<file path="src/rtl/pwm_led_if.sv">
// Control/status bundle for pwm_led_bank: user-side levels and modes in,
// LED drive and period marker out.
interface pwm_led_if #(
  parameter int CHANNELS = 4,
  parameter int PWM_BITS = 8
);
  logic                         enable;
  logic [2*CHANNELS-1:0]        mode;
  logic [PWM_BITS*CHANNELS-1:0] level;
  logic [CHANNELS-1:0]          led;
  logic                         period_tick;

  modport master (
    output enable, mode, level,
    input  led, period_tick
  );

  modport slave (
    input  enable, mode, level,
    output led, period_tick
  );
endinterface

</file>
<file path="src/rtl/pwm_led_bank.sv">
// Multi-channel PWM LED driver: shared timebase, per-channel off/static/breathe/blink.
// Define PWM_LED_GAMMA_EN for a squared perceptual duty curve (adds one output stage).
module pwm_led_bank #(
  parameter int CHANNELS      = 4,
  parameter int PWM_BITS      = 8,
  parameter int PWM_PRESCALE  = 2500,
  parameter int STEP_PRESCALE = 100000,
  parameter int PHASE_STAGGER = 0
) (
  input  logic    clk_50,
  input  logic    reset,
  pwm_led_if.slave bus
);
  localparam int W    = PWM_BITS;
  localparam int PCW  = (PWM_PRESCALE > 1) ? $clog2(PWM_PRESCALE) : 1;
  localparam int SCW  = (STEP_PRESCALE > 1) ? $clog2(STEP_PRESCALE) : 1;
  localparam int STAG = (1 << W) / CHANNELS;
  localparam logic [W-1:0]   MAX    = '1;
  localparam logic [PCW-1:0] PRE_TC = PCW'(PWM_PRESCALE - 1);
  localparam logic [SCW-1:0] STP_TC = SCW'(STEP_PRESCALE - 1);

  logic [PCW-1:0]      pre_cnt;
  logic [SCW-1:0]      step_cnt;
  logic [W-1:0]        pwm_pos;
  logic                pwm_tick;
  logic                step_tick;
  logic [W-1:0]        blevel [CHANNELS];
  logic [CHANNELS-1:0] dir_dn;
  logic [W-1:0]        duty   [CHANNELS];
  logic [CHANNELS-1:0] on_bit;
  logic [CHANNELS-1:0] led_q;
  logic                pt_q;

  function automatic logic [W-1:0] gam(input logic [W-1:0] d);
`ifdef PWM_LED_GAMMA_EN
    logic [2*W-1:0] sq;
    sq = {{W{1'b0}}, d} * {{W{1'b0}}, d};
    return (d == MAX) ? MAX : W'(sq >> W);
`else
    return d;
`endif
  endfunction

  assign pwm_tick  = bus.enable && (pre_cnt == PRE_TC);
  assign step_tick = bus.enable && (step_cnt == STP_TC);

  always_ff @(posedge clk_50 or posedge reset) begin
    if (reset) begin
      pre_cnt  <= '0;
      step_cnt <= '0;
      pwm_pos  <= '0;
    end else if (bus.enable) begin
      pre_cnt  <= pwm_tick ? '0 : pre_cnt + PCW'(1);
      step_cnt <= step_tick ? '0 : step_cnt + SCW'(1);
      if (pwm_tick) pwm_pos <= pwm_pos + W'(1);
    end
  end

  // Triangle fade holds one extra step at each end, so level stays in 0..MAX.
  always_ff @(posedge clk_50 or posedge reset) begin
    if (reset) begin
      dir_dn <= '0;
      for (int i = 0; i < CHANNELS; i++)
        blevel[i] <= (PHASE_STAGGER != 0) ? W'(i * STAG) : '0;
    end else if (step_tick) begin
      for (int i = 0; i < CHANNELS; i++) begin
        if (!dir_dn[i]) begin
          if (blevel[i] == MAX) dir_dn[i] <= 1'b1;
          else                  blevel[i] <= blevel[i] + W'(1);
        end else begin
          if (blevel[i] == '0)  dir_dn[i] <= 1'b0;
          else                  blevel[i] <= blevel[i] - W'(1);
        end
      end
    end
  end

  always_comb begin
    on_bit = '0;
    for (int i = 0; i < CHANNELS; i++) begin
      duty[i] = '0;
      unique case (bus.mode[2*i +: 2])
        2'b00: duty[i] = '0;
        2'b01: duty[i] = gam(bus.level[W*i +: W]);
        2'b10: duty[i] = gam(blevel[i]);
        2'b11: duty[i] = dir_dn[i] ? '0 : MAX;
      endcase
      on_bit[i] = (pwm_pos < duty[i]) || (duty[i] == MAX);
    end
  end

`ifdef PWM_LED_GAMMA_EN
  logic [CHANNELS-1:0] led_s1;
  logic                tick_s1;
  logic                pt_s1;

  always_ff @(posedge clk_50 or posedge reset) begin
    if (reset) begin
      led_s1  <= '0;
      tick_s1 <= 1'b0;
      pt_s1   <= 1'b0;
      led_q   <= '0;
      pt_q    <= 1'b0;
    end else if (!bus.enable) begin
      tick_s1 <= 1'b0;
      led_q   <= '0;
      pt_q    <= 1'b0;
    end else begin
      tick_s1 <= pwm_tick;
      if (pwm_tick) begin
        led_s1 <= on_bit;
        pt_s1  <= (pwm_pos == MAX);
      end
      if (tick_s1) led_q <= led_s1;
      pt_q <= tick_s1 && pt_s1;
    end
  end
`else
  always_ff @(posedge clk_50 or posedge reset) begin
    if (reset) begin
      led_q <= '0;
      pt_q  <= 1'b0;
    end else if (!bus.enable) begin
      led_q <= '0;
      pt_q  <= 1'b0;
    end else begin
      if (pwm_tick) led_q <= on_bit;
      pt_q <= pwm_tick && (pwm_pos == MAX);
    end
  end
`endif

  assign bus.led         = led_q;
  assign bus.period_tick = pt_q;
endmodule

</file>
<file path="src/flat_wrapper.sv">
// flat-port wrapper written by rule: the top's interface ports become plain ports
module pwm_led_bank_flat 
#(
  parameter int CHANNELS      = 4,
  parameter int PWM_BITS      = 8,
  parameter int PWM_PRESCALE  = 2500,
  parameter int STEP_PRESCALE = 100000,
  parameter int PHASE_STAGGER = 0
)
  (clk_50, reset, bus_enable, bus_mode, bus_level, bus_led, bus_period_tick);
  pwm_led_if #(.CHANNELS(CHANNELS), .PWM_BITS(PWM_BITS)) bus_i ();
  input  logic clk_50;
  input  logic reset;
  input wire logic [$bits(bus_i.enable)-1:0] bus_enable;
  input wire logic [$bits(bus_i.mode)-1:0] bus_mode;
  input wire logic [$bits(bus_i.level)-1:0] bus_level;
  output wire logic [$bits(bus_i.led)-1:0] bus_led;
  output wire logic [$bits(bus_i.period_tick)-1:0] bus_period_tick;
  assign bus_i.enable = bus_enable;
  assign bus_i.mode = bus_mode;
  assign bus_i.level = bus_level;
  assign bus_led = bus_i.led;
  assign bus_period_tick = bus_i.period_tick;
  pwm_led_bank #(.CHANNELS(CHANNELS), .PWM_BITS(PWM_BITS), .PWM_PRESCALE(PWM_PRESCALE), .STEP_PRESCALE(STEP_PRESCALE), .PHASE_STAGGER(PHASE_STAGGER)) u_core (.clk_50(clk_50), .reset(reset), .bus(bus_i));
endmodule
</file>
<file path="config.mk">
export PLATFORM = sky130hd
export DESIGN_NAME = pwm_led_bank_flat
export DESIGN_NICKNAME = d
export VERILOG_FILES = /design/src/rtl/pwm_led_if.sv /design/src/rtl/pwm_led_bank.sv /design/src/flat_wrapper.sv
export SDC_FILE = /design/constraint.sdc
export NUM_CORES = 1
export LEC_CHECK = 0
export CELL_PAD_IN_SITES_DETAIL_PLACEMENT = 0
export CELL_PAD_IN_SITES_GLOBAL_PLACEMENT = 1
export CORE_MARGIN = 5
export CORE_UTILIZATION = 40
export CTS_CLUSTER_SIZE = 10
export DETAILED_ROUTE_END_ITERATION = 12
export GPL_TIMING_DRIVEN = 0
export PLACE_DENSITY_LB_ADDON = 0.1
export SKIP_LAST_GASP = 1
export SLEW_MARGIN = 20
export SYNTH_ARGS = -nofsm -noshare
export SYNTH_HDL_FRONTEND = slang
export SYNTH_SLANG_ARGS = --single-unit
</file>
<file path="constraint.sdc">
create_clock -name clk_50 -period 2.95 [get_ports clk_50]
set_clock_uncertainty 0.05 [all_clocks]
set_input_delay 0.59 -clock clk_50 [delete_from_list [all_inputs] [get_ports clk_50]]
set_output_delay 0.59 -clock clk_50 [all_outputs]
set_load 0.1 [all_outputs]
</file>
==> flow_metrics.tcl, run 1 <==
set metrics [dict create \
    synth_compound_area_frac 0.180 \
    rows 44 \
    syn-num-nets 789 \
    diodes 0 \
    synth_edf_count 0 \
    p_int_uw 1990 \
    max_freq_mhz 350 \
    cts_buffers 9 \
    ff_latch_area_um2 1950 \
    status "complete, no violations" \
    start_kind "primary input" \
    grt_overflow_total 0 \
    crit_fanout 8 \
    final_common_cell "dfrtp_1" \
    drive_gt1_frac 0.0601 \
    cts_sinks 78 \
    endpoint_kind "register" \
    yosys_warnings 0 \
    ant_nets 0 \
    slew_violations 0 \
    vias 5129 \
    hpwl_mm 11.5 \
    synthArstFlopShare 1.00 \
    die_w_um 132 \
    final_cell_mix "78 x dfrtp_1, 60 x nand2_1, 56 x o21ai_0" \
    cts_hold_buf 0 \
    synthCells 687 \
    multi_input_area_um2 3800 \
    power.switching_uw 771 \
    finalNetCount 846 \
    avgRoutedWirePerCell_um 16.3 \
    cts_resized 1 \
    io_pins 48 \
    final.setup.tns_ns 0 \
    die_area_um2 17500 \
    fillers 1435 \
    power.leakage_uw 0.00309 \
    worstMarginPinSlew_ns 0.968 \
    start_util 0.409 \
    portBuffers 45 \
    cp_slowest_cell "clkdlybuf4s50_1" \
    seqPwrFrac 0.441 \
    syn_area_um2 6000 \
    clock_latency_ns 0.35 \
    grt_use_total 0.178 \
    grt_pass1_wl_mm 25.7 \
    synth_top_family_by_area "simple AND/OR/NAND/NOR gates" \
    drt_iter0_drc 199 \
    pwr-share-clk 0.423 \
    synthAdderAreaFrac 0.128 \
    post-route-period-util 0.968 \
    htree_levels 3 \
    synth.distinct_cells 56 \
    swShare 0.280 \
    powerDensity_nw_per_um2 393 \
    combinationalPowerShare 0.136 \
    core-area_um2 14600 \
    die_h_um 132 \
    hold_viol 0 \
    crit_path_max_incr_delay_ns 0.50 \
    drc 0 \
    rsz0062_at_grt "true" \
    areaGrowthSynthToFinish_pct 17.1 \
    synthMuxAreaShare 0.0288 \
    path_delay_family "compound AO/OA/AOI/OAI gates" \
    via_per_inst 5.50 \
    gp_congestion 0.843 \
    postCtsSetupRepairBufs 0 \
    drtPass1Iterations 4 \
    setup_viol 0 \
    synth_xor_area_frac 0.0745 \
    ys_ff_latch 78 \
    critPathArrivalTime_ns 3.07 \
    root_buffer "clkbuf_16" \
    min_period_ns 2.85 \
    fin_util 0.479 \
    grt_max_degree 57 \
    synth_flop_cell "dfrtp_1" \
    yosysSeqAreaShare 0.326 \
    routed_wirelength_mm 15.2 \
    required_ns 3.17 \
    cap_viol_max_count 0 \
    cts.clk_slew.worst_paths_ns 0.07 \
    hold_path_class "register to register" \
    synth.avg_cell_area_um2 8.73 \
    final_cells 933 \
    irDropWorstVdd_uv 263 \
    cp_common_cell "o21ai_0" \
    path_class "primary input to register" \
    relSlewSlack 0.353 \
    cts_max_path_buffers 2 \
    place_inst 917 \
    path_cells "clkdlybuf4s50_1, nor2b_1, o21ai_0, and2_1, ha_1, a41oi_1, o21ai_0, a41oi_1, a211oi_2, o21ai_0" \
    cts_tree "done" \
    crit_buf_inv 1 \
    synthSimpleGateAreaFrac 0.222 \
    antenna_found_initial 0 \
    grt_pass1_vias 5150 \
]
==> flip-flops by register name (all words and copies together), names as in the netlist <==
register,flops
u_core.pre_cnt,12
u_core.bus.led,4
u_core.blevel,32
u_core.step_cnt,17
u_core.dir_dn,4
u_core.pwm_pos,8
u_core.bus.period_tick,1
==> cell families (layout without fill, tap and decap cells) <==
logic type | count (synthesis) | in the layout
compound gates | 164 | 164
simple gates | 254 | 254
mux | 16 | 16
fa+ha+maj | 59 | 59
flops | 78 | 78
buf+inv | 65 | 127
xor+xnor | 51 | 51
==> worst reg2reg max path, cell delays in order, from the launching register on <==
cell and delay [ns]:
dfrtp_1 0.54, nor2b_1 0.40, o21ai_0 0.19, and2_1 0.18, ha_1 0.32, a41oi_1 0.25, o21ai_0 0.16, a41oi_1 0.24
a211oi_2 0.11, o21ai_0 0.18
==> power groups by stage <==
stage,sequential [uW],combinational [uW],clock [uW]
after floorplan,1220,254,0
after global placement,1240,362,0
after detailed placement,1240,377,0
after CTS,1220,380,1190
after global routing,1230,422,1240
final,1220,374,1170
==> metal layers <==
metal,GRT usage,up-vias,wire [um]
met5,0,-,0
met4,0.0450,0,182
met3,0.0357,13,575
met2,0.294,69,7290
met1,0.241,2454,7130
li1,-,2593,-
==> cell usage after synthesis, types with 3 or more instances <==
cell | n | area share
dfrtp_1 | 78 | 0.33
nand2_1 | 60 | 0.038
o21ai_0 | 56 | 0.047
ha_1 | 55 | 0.11
nor2_1 | 52 | 0.033
inv_1 | 45 | 0.028
nand3_1 | 27 | 0.023
a21oi_1 | 26 | 0.022
xnor2_1 | 26 | 0.038
a22oi_1 | 25 | 0.031
nor2b_1 | 25 | 0.026
xor2_1 | 25 | 0.037
nor3_1 | 21 | 0.018
clkbuf_1 | 16 | 0.010
nand4_1 | 15 | 0.016
nor4_1 | 13 | 0.014
a21o_1 | 12 | 0.015
mux2_2 | 10 | 0.019
and2_1 | 8 | 0.0083
and3_1 | 7 | 0.0073
o21a_1 | 7 | 0.0088
mux2i_1 | 6 | 0.010
o31ai_1 | 6 | 0.0075
or4_1 | 5 | 0.0063
a41oi_1 | 4 | 0.0058
and4_1 | 4 | 0.0058
fa_1 | 4 | 0.013
or3_1 | 4 | 0.0042
a31oi_1 | 3 | 0.0031
nand2b_1 | 3 | 0.0031
o211ai_1 | 3 | 0.0038
==> worst paths after layout <==
path	startpoint	endpoint	slack (ns)	depth (start not counted)
max	bus_mode[4]	u_core.bus.led[2]$_DFFE_PP0P_	0.1	10
min	u_core.bus.led[1]$_DFFE_PP0P_	u_core.bus.led[1]$_DFFE_PP0P_	0.44	2
max reg2reg	u_core.dir_dn[2]$_DFFE_PP0P_	u_core.bus.led[2]$_DFFE_PP0P_	0.26	9
min reg2reg	u_core.bus.led[1]$_DFFE_PP0P_	u_core.bus.led[1]$_DFFE_PP0P_	0.44	2
max in group asynchronous	reset	u_core.pwm_pos[2]$_DFFE_PP0P_	1.75	3
min in group asynchronous	reset	u_core.blevel[18]$_DFFE_PP0P_	0.52	2
==> layout make-up <==
| cell class | instances | share of cell area |
|---|---|---|
| Buffer | 18 | 0.0102 |
| Multi-Input combinational cell | 544 | 0.542 |
| Clock inverter | 7 | 0.0116 |
| Tap cell | 184 | 0.0328 |
| Clock buffer | 9 | 0.0321 |
| Sequential cell | 78 | 0.278 |
| Timing Repair Buffer | 46 | 0.0681 |
| Inverter | 47 | 0.0255 |
==> stage by stage <==
step | setup WS [ns] | total power, uW | hold slack [ns] | cell area (um2)
CTS | 0.0902 | 2790 | 0.439 | 7020
detailed placement | -0.410 | 1610 | 0.425 | 6710
floorplan | 0.315 | 1470 | 0.407 | 6000
finish | 0.0958 | 2760 | 0.437 | 7020
global route | -0.0494 | 2890 | 0.456 | 7020
global placement | -1.18 | 1600 | 0.416 | 6680
Note: power is estimated with default switching activity, not from simulation.
==> run 2: changes to the inputs <==
--- a/config.mk
+++ b/config.mk
@@ -13,6 +13,7 @@
 export DETAILED_ROUTE_END_ITERATION = 12
 export GPL_TIMING_DRIVEN = 0
 export PLACE_DENSITY_LB_ADDON = 0.1
+export REMOVE_ABC_BUFFERS = 1
 export SKIP_LAST_GASP = 1
 export SLEW_MARGIN = 20
 export SYNTH_ARGS = -nofsm -noshare
==> flow_metrics.tcl, run 2 (synthesized netlist as in run 1, its figures left out) <==
set metrics [dict create \
    hold_depth 2 \
    clock_latency_ns 0.34 \
    final_common_cell "dfrtp_1" \
    core-area_um2 14600 \
    final.setup.tns_ns 0 \
    place_inst 901 \
    portBuffers 47 \
    hold_path_class "register to register" \
    setup_viol 0 \
    crit_buf_inv 1 \
    final_cell_mix "78 x dfrtp_1, 60 x nand2_1, 56 x o21ai_0" \
    drt_iter0_drc 243 \
    r2r_end "u_core.blevel[14]$_DFFE_PP0P_" \
    grt.met1_usage 0.224 \
    rsz0062_at_grt "true" \
    top_regs "u_core.blevel x32, u_core.step_cnt x17, u_core.pre_cnt x12" \
    post-route-period-util 0.934 \
    gp_congestion 0.816 \
    powerDensity_nw_per_um2 389 \
    grt_pass1_vias 4987 \
    final_cells 917 \
    die_h_um 132 \
    timing.rr.start "u_core.dir_dn[2]$_DFFE_PP0P_" \
    root_buffer "clkbuf_16" \
    critPathArrivalTime_ns 2.96 \
    grt_overflow_total 0 \
    multi_input_area_um2 3820 \
    rows 44 \
    cts_sinks 78 \
    cp_common_cell "a21o_1" \
    diodes 0 \
    grt_use_met3 0.0292 \
    ff_latch_area_um2 1950 \
    cts_hold_buf 0 \
    start_util 0.409 \
    required_ns 3.16 \
    endpoint_kind "register" \
    min_to "u_core.bus.led[1]$_DFFE_PP0P_" \
    via_per_inst 5.57 \
    cp_slowest_cell "clkdlybuf4s50_1" \
    cts_tree "done" \
    slew_violations 0 \
    cap_viol_max_count 0 \
    drive_gt1_frac 0.0587 \
    grt_pass1_wl_mm 24.7 \
    htree_levels 3 \
    drtPass1Iterations 4 \
    hp-start "u_core.bus.led[1]$_DFFE_PP0P_" \
    irDropWorstVdd_uv 275 \
    path_cells "clkdlybuf4s50_1, nor2b_4, a22oi_1, ha_1, a21o_1, a21o_1, a21oi_1, a32oi_1, o21ai_0" \
    drc 0 \
    hold_viol 0 \
    cts_buffers 9 \
    cts_max_path_buffers 2 \
    max_freq_mhz 363 \
    routed_wirelength_mm 14.7 \
    ant_nets 0 \
    fillers 1413 \
    antenna_found_initial 0 \
    largest-register "u_core.blevel" \
    crit_fanout 13 \
    power_uw 2710 \
    die_w_um 132 \
    status "complete, no violations" \
    avgRoutedWirePerCell_um 16.1 \
    ff2ff_setup_slack_ns 0.34 \
    cts.clk_slew.worst_paths_ns 0.06 \
    vias 5110 \
    reg2reg_depth 8 \
    path_class "primary input to register" \
    start_kind "primary input" \
    dp_slack_ns -0.678 \
    fin_ws_ns 0.195 \
    crit_path_max_incr_delay_ns 0.81 \
    worstMarginPinSlew_ns 0.979 \
    busiest_layer "met2" \
    largest_reg_flops 32 \
    grt_util_met2 0.283 \
    relSlewSlack 0.345 \
    areaGrowthSynthToFinish_pct 16.5 \
    io_pins 48 \
    power.leakage_uw 0.00311 \
    grt_use_total 0.171 \
    grt_max_degree 56 \
    finalNetCount 831 \
    min_period_ns 2.76 \
    hpwl_mm 11.2 \
    path_delay_family "compound AO/OA/AOI/OAI gates" \
    die_area_um2 17500 \
]
## run 2: stage by stage
stage                     utilization  instance area, um2  hold slack [ns]
after floorplan                     -                5930            0.407
after global placement          0.452                6630            0.425
after detailed placement        0.455                6660            0.430
after CTS                       0.476                6970            0.447
after global routing            0.477                6980            0.479
final                           0.477                6980            0.438
## run 2: final cells by class
class | count | share of cell area
tap | 184 | 0.0330
clock inverter | 4 | 0.00681
multi-input combinational | 544 | 0.547
sequential | 78 | 0.280
inverter | 47 | 0.0256
timing repair buffer | 49 | 0.0729
clock buffer | 11 | 0.0348
## run 2: metal layers
layer / wire, um / part of all wire
met1: 6980 / 0.47
met2: 7020 / 0.48
met3: 435 / 0.030
met4: 297 / 0.020
met5: 0 / 0
## run 2: worst max-delay path by stage
stage,startpoint,to,slack [ns],cells after the start
floorplan,reset,u_core.blevel[0]$_DFFE_PP0P_,0.31,1
global placement,reset,u_core.pre_cnt[6]$_DFFE_PP0P_,-1.20,2
detailed placement,bus_enable,u_core.blevel[20]$_DFFE_PP0P_,-0.68,6
CTS,bus_mode[4],u_core.bus.led[2]$_DFFE_PP0P_,0.02,10
global route,bus_mode[5],u_core.bus.led[2]$_DFFE_PP0P_,-0.03,10
finish,bus_mode[3],u_core.bus.led[1]$_DFFE_PP0P_,0.19,9
## run 2: worst min-delay path, stage by stage, from the launching register on
cell and delay (ns):
dfrtp_1 0.35, nand2_1 0.05, o21ai_0 0.06
## run 2: report_power, final
| part | total, uW | internal [uW] | switching, uW |
|---|---|---|---|
| registers | 1220 | 1140 | 85.0 |
| clock network | 1120 | 672 | 451 |
| logic | 367 | 181 | 186 |
## run 2: repair_timing
item / 4_1_cts / 5_1_grt
buffers inserted: 1 / 0
resized for setup: 6 / 4
hold endpoints to repair: 0 / 0
endpoints found under the setup margin: 22 / 3
pin swaps: 2 / 0
==> run 3: changes to the inputs <==
--- a/config.mk
+++ b/config.mk
@@ -11,6 +11,7 @@
 export CORE_UTILIZATION = 40
 export CTS_CLUSTER_SIZE = 10
 export DETAILED_ROUTE_END_ITERATION = 12
+export DONT_BUFFER_PORTS = 1
 export GPL_TIMING_DRIVEN = 0
 export PLACE_DENSITY_LB_ADDON = 0.1
 export REMOVE_ABC_BUFFERS = 1
==> constraint.sdc (replaced) <==
create_clock -name clk_50 -period 2.7 [get_ports clk_50]
set_clock_uncertainty 0.05 [all_clocks]
set_input_delay 0.54 -clock clk_50 [delete_from_list [all_inputs] [get_ports clk_50]]
set_output_delay 0.54 -clock clk_50 [all_outputs]
set_load 0.1 [all_outputs]
==> flow_metrics.tcl, run 3 (synthesized netlist as in run 1, its figures left out) <==
set metrics [dict create \
    status "complete, no violations" \
    irDropWorstVdd_uv 366 \
    r2r_end "u_core.blevel[11]$_DFFE_PP0P_" \
    drtPass1Iterations 5 \
    worstMarginPinSlew_ns 0.929 \
    relSlewSlack 0.381 \
    core-area_um2 14600 \
    cts.clk_slew.worst_paths_ns 0.07 \
    power.leakage_uw 0.00290 \
    timing.rr.start "u_core.step_cnt[0]$_DFFE_PP0P_" \
    die_h_um 132 \
    start_util 0.409 \
    diodes 0 \
    ff2ff_setup_slack_ns 0.18 \
    drt_iter0_drc 198 \
    antenna_found_initial 0 \
    cts_max_path_buffers 2 \
    crit_path_max_incr_delay_ns 0.57 \
    reg2reg_depth 6 \
    cts_buffers 9 \
    endpoint_kind "register" \
    top_regs "u_core.blevel x32, u_core.step_cnt x17, u_core.pre_cnt x12" \
    vias 4903 \
    io_pins 48 \
    routed_wirelength_mm 14.8 \
    avgRoutedWirePerCell_um 16.9 \
    die_area_um2 17500 \
    largest-register "u_core.blevel" \
    start_kind "register" \
    drive_gt1_frac 0.0655 \
    gp_congestion 0.822 \
    dp_slack_ns -0.0737 \
    finalNetCount 784 \
    grt_max_degree 51 \
    grt_pass1_wl_mm 24.9 \
    cp_slowest_cell "a211oi_4" \
    critPathArrivalTime_ns 2.69 \
    cap_viol_max_count 0 \
    grt_use_total 0.173 \
    path_class "register to register" \
    die_w_um 132 \
    final_area_um2 6520 \
    crit_buf_inv 0 \
    hold_viol 0 \
    final_common_cell "dfrtp_1" \
    clock_latency_ns 0.34 \
    path_delay_family "simple AND/OR/NAND/NOR gates" \
    rows 44 \
    hpwl_mm 11.2 \
    fillers 1421 \
    ant_nets 0 \
    rsz0062_at_grt "false" \
    grt_pass1_vias 4888 \
    drc 0 \
    post-route-period-util 0.932 \
    cts_tree "done" \
    portBuffers 0 \
    htree_levels 3 \
    final_cell_mix "75 x dfrtp_1, 60 x nand2_1, 56 x o21ai_0" \
    required_ns 2.88 \
    placed_cell_area_um2 6190 \
    root_buffer "clkbuf_16" \
    cts_hold_buf 0 \
    setup_viol 0 \
    fin_ws_ns 0.182 \
    areaGrowthSynthToFinish_pct 8.79 \
    slew_violations 0 \
    powerDensity_nw_per_um2 459 \
    largest_reg_flops 32 \
    cts_sinks 78 \
    grt_overflow_total 0 \
    min_period_ns 2.52 \
    via_per_inst 5.63 \
    crit_fanout 7 \
    hold_path_class "primary input to async pin" \
    path_cells "ha_1, and4_1, and2_1, nand4_2, a211oi_4, mux2_2" \
    max_freq_mhz 397 \
]
## run 3: changes by cell type in the layout (fill, tap and decap cells not counted), moves of 2 or more
| cell | before | now |
|---|---|---|
| clkdlybuf4s50_1 | 44 | 0 |
| clkinv_2 | 2 | 0 |
| dfrtp_1 | 78 | 75 |
| dfrtp_2 | 0 | 3 |
| dlymetal6s2s_1 | 2 | 0 |
| inv_6 | 0 | 2 |
| nor2b_1 | 22 | 24 |
| nor2b_4 | 3 | 0 |
## run 3: how the worst max path moves through the flow
stage,slack (ns),cells past startpoint,startpoint,to
final,0.18,6,u_core.step_cnt[0]$_DFFE_PP0P_,u_core.blevel[11]$_DFFE_PP0P_
after global routing,0.04,9,u_core.dir_dn[1]$_DFFE_PP0P_,u_core.bus.led[1]$_DFFE_PP0P_
after CTS,0.11,9,u_core.dir_dn[2]$_DFFE_PP0P_,u_core.bus.led[2]$_DFFE_PP0P_
after detailed placement,-0.07,6,u_core.step_cnt[0]$_DFFE_PP0P_,u_core.blevel[20]$_DFFE_PP0P_
after global placement,-1.03,1,reset,u_core.blevel[27]$_DFFE_PP0P_
after floorplan,0.11,1,reset,u_core.blevel[0]$_DFFE_PP0P_
## run 3: cell type report
type                       instances  area [um2]  share of cell area
clock inverter                     6        92.6              0.0142
tap                              184         230              0.0353
inverter                          47         179              0.0274
timing repair buffer               2        35.0             0.00537
clock buffer                      10         229              0.0351
multi-input combinational        544        3800               0.583
sequential                        78        1960               0.300
## run 3: where the power goes
group	internal, uW	switching (uW)	total, uW
sequential	1240	93.3	1340
combinational	144	171	315
clock	817	526	1340
total	2210	790	3000
## run 3: timing repair
action,CTS,global route
endpoints found under the setup margin,8,11
buffers inserted,0,1
resized for setup,2,3
pin swaps,0,1
## run 3: routing by layer
layer / GRT usage / routed length [um] / up-vias
met3: 0.0232 / 386 / 24
met1: 0.235 / 7070 / 2346
li1: - / - / 2470
met4: 0.0704 / 340 / 0
met2: 0.280 / 6960 / 63
met5: 0 / 0 / -
## run 3: through the flow
step | hold slack (ns) | total power [uW] | utilization | TNS, ns | std cells
finish | 0.0195 | 3000 | 0.445 | 0 | 871
global route | 0.0503 | 3140 | 0.445 | 0 | 871
CTS | 0.0279 | 3040 | 0.445 | 0 | 870
detailed placement | 0.402 | 1680 | 0.422 | -0.318 | 854
global placement | 0.430 | 1660 | 0.420 | -79.95 | 853
floorplan | 0.407 | 1590 | - | 0 | 669
## run 3: worst reg2reg max path, delay by kind of cell, from the launching register on
kind	cells	cell delay, ns
AND/OR/NAND/NOR	3	0.82
AO/OA/AOI/OAI	1	0.57
flip-flops	1	0.40
multiplexers	1	0.39
adder cells (fa/ha/maj)	1	0.19
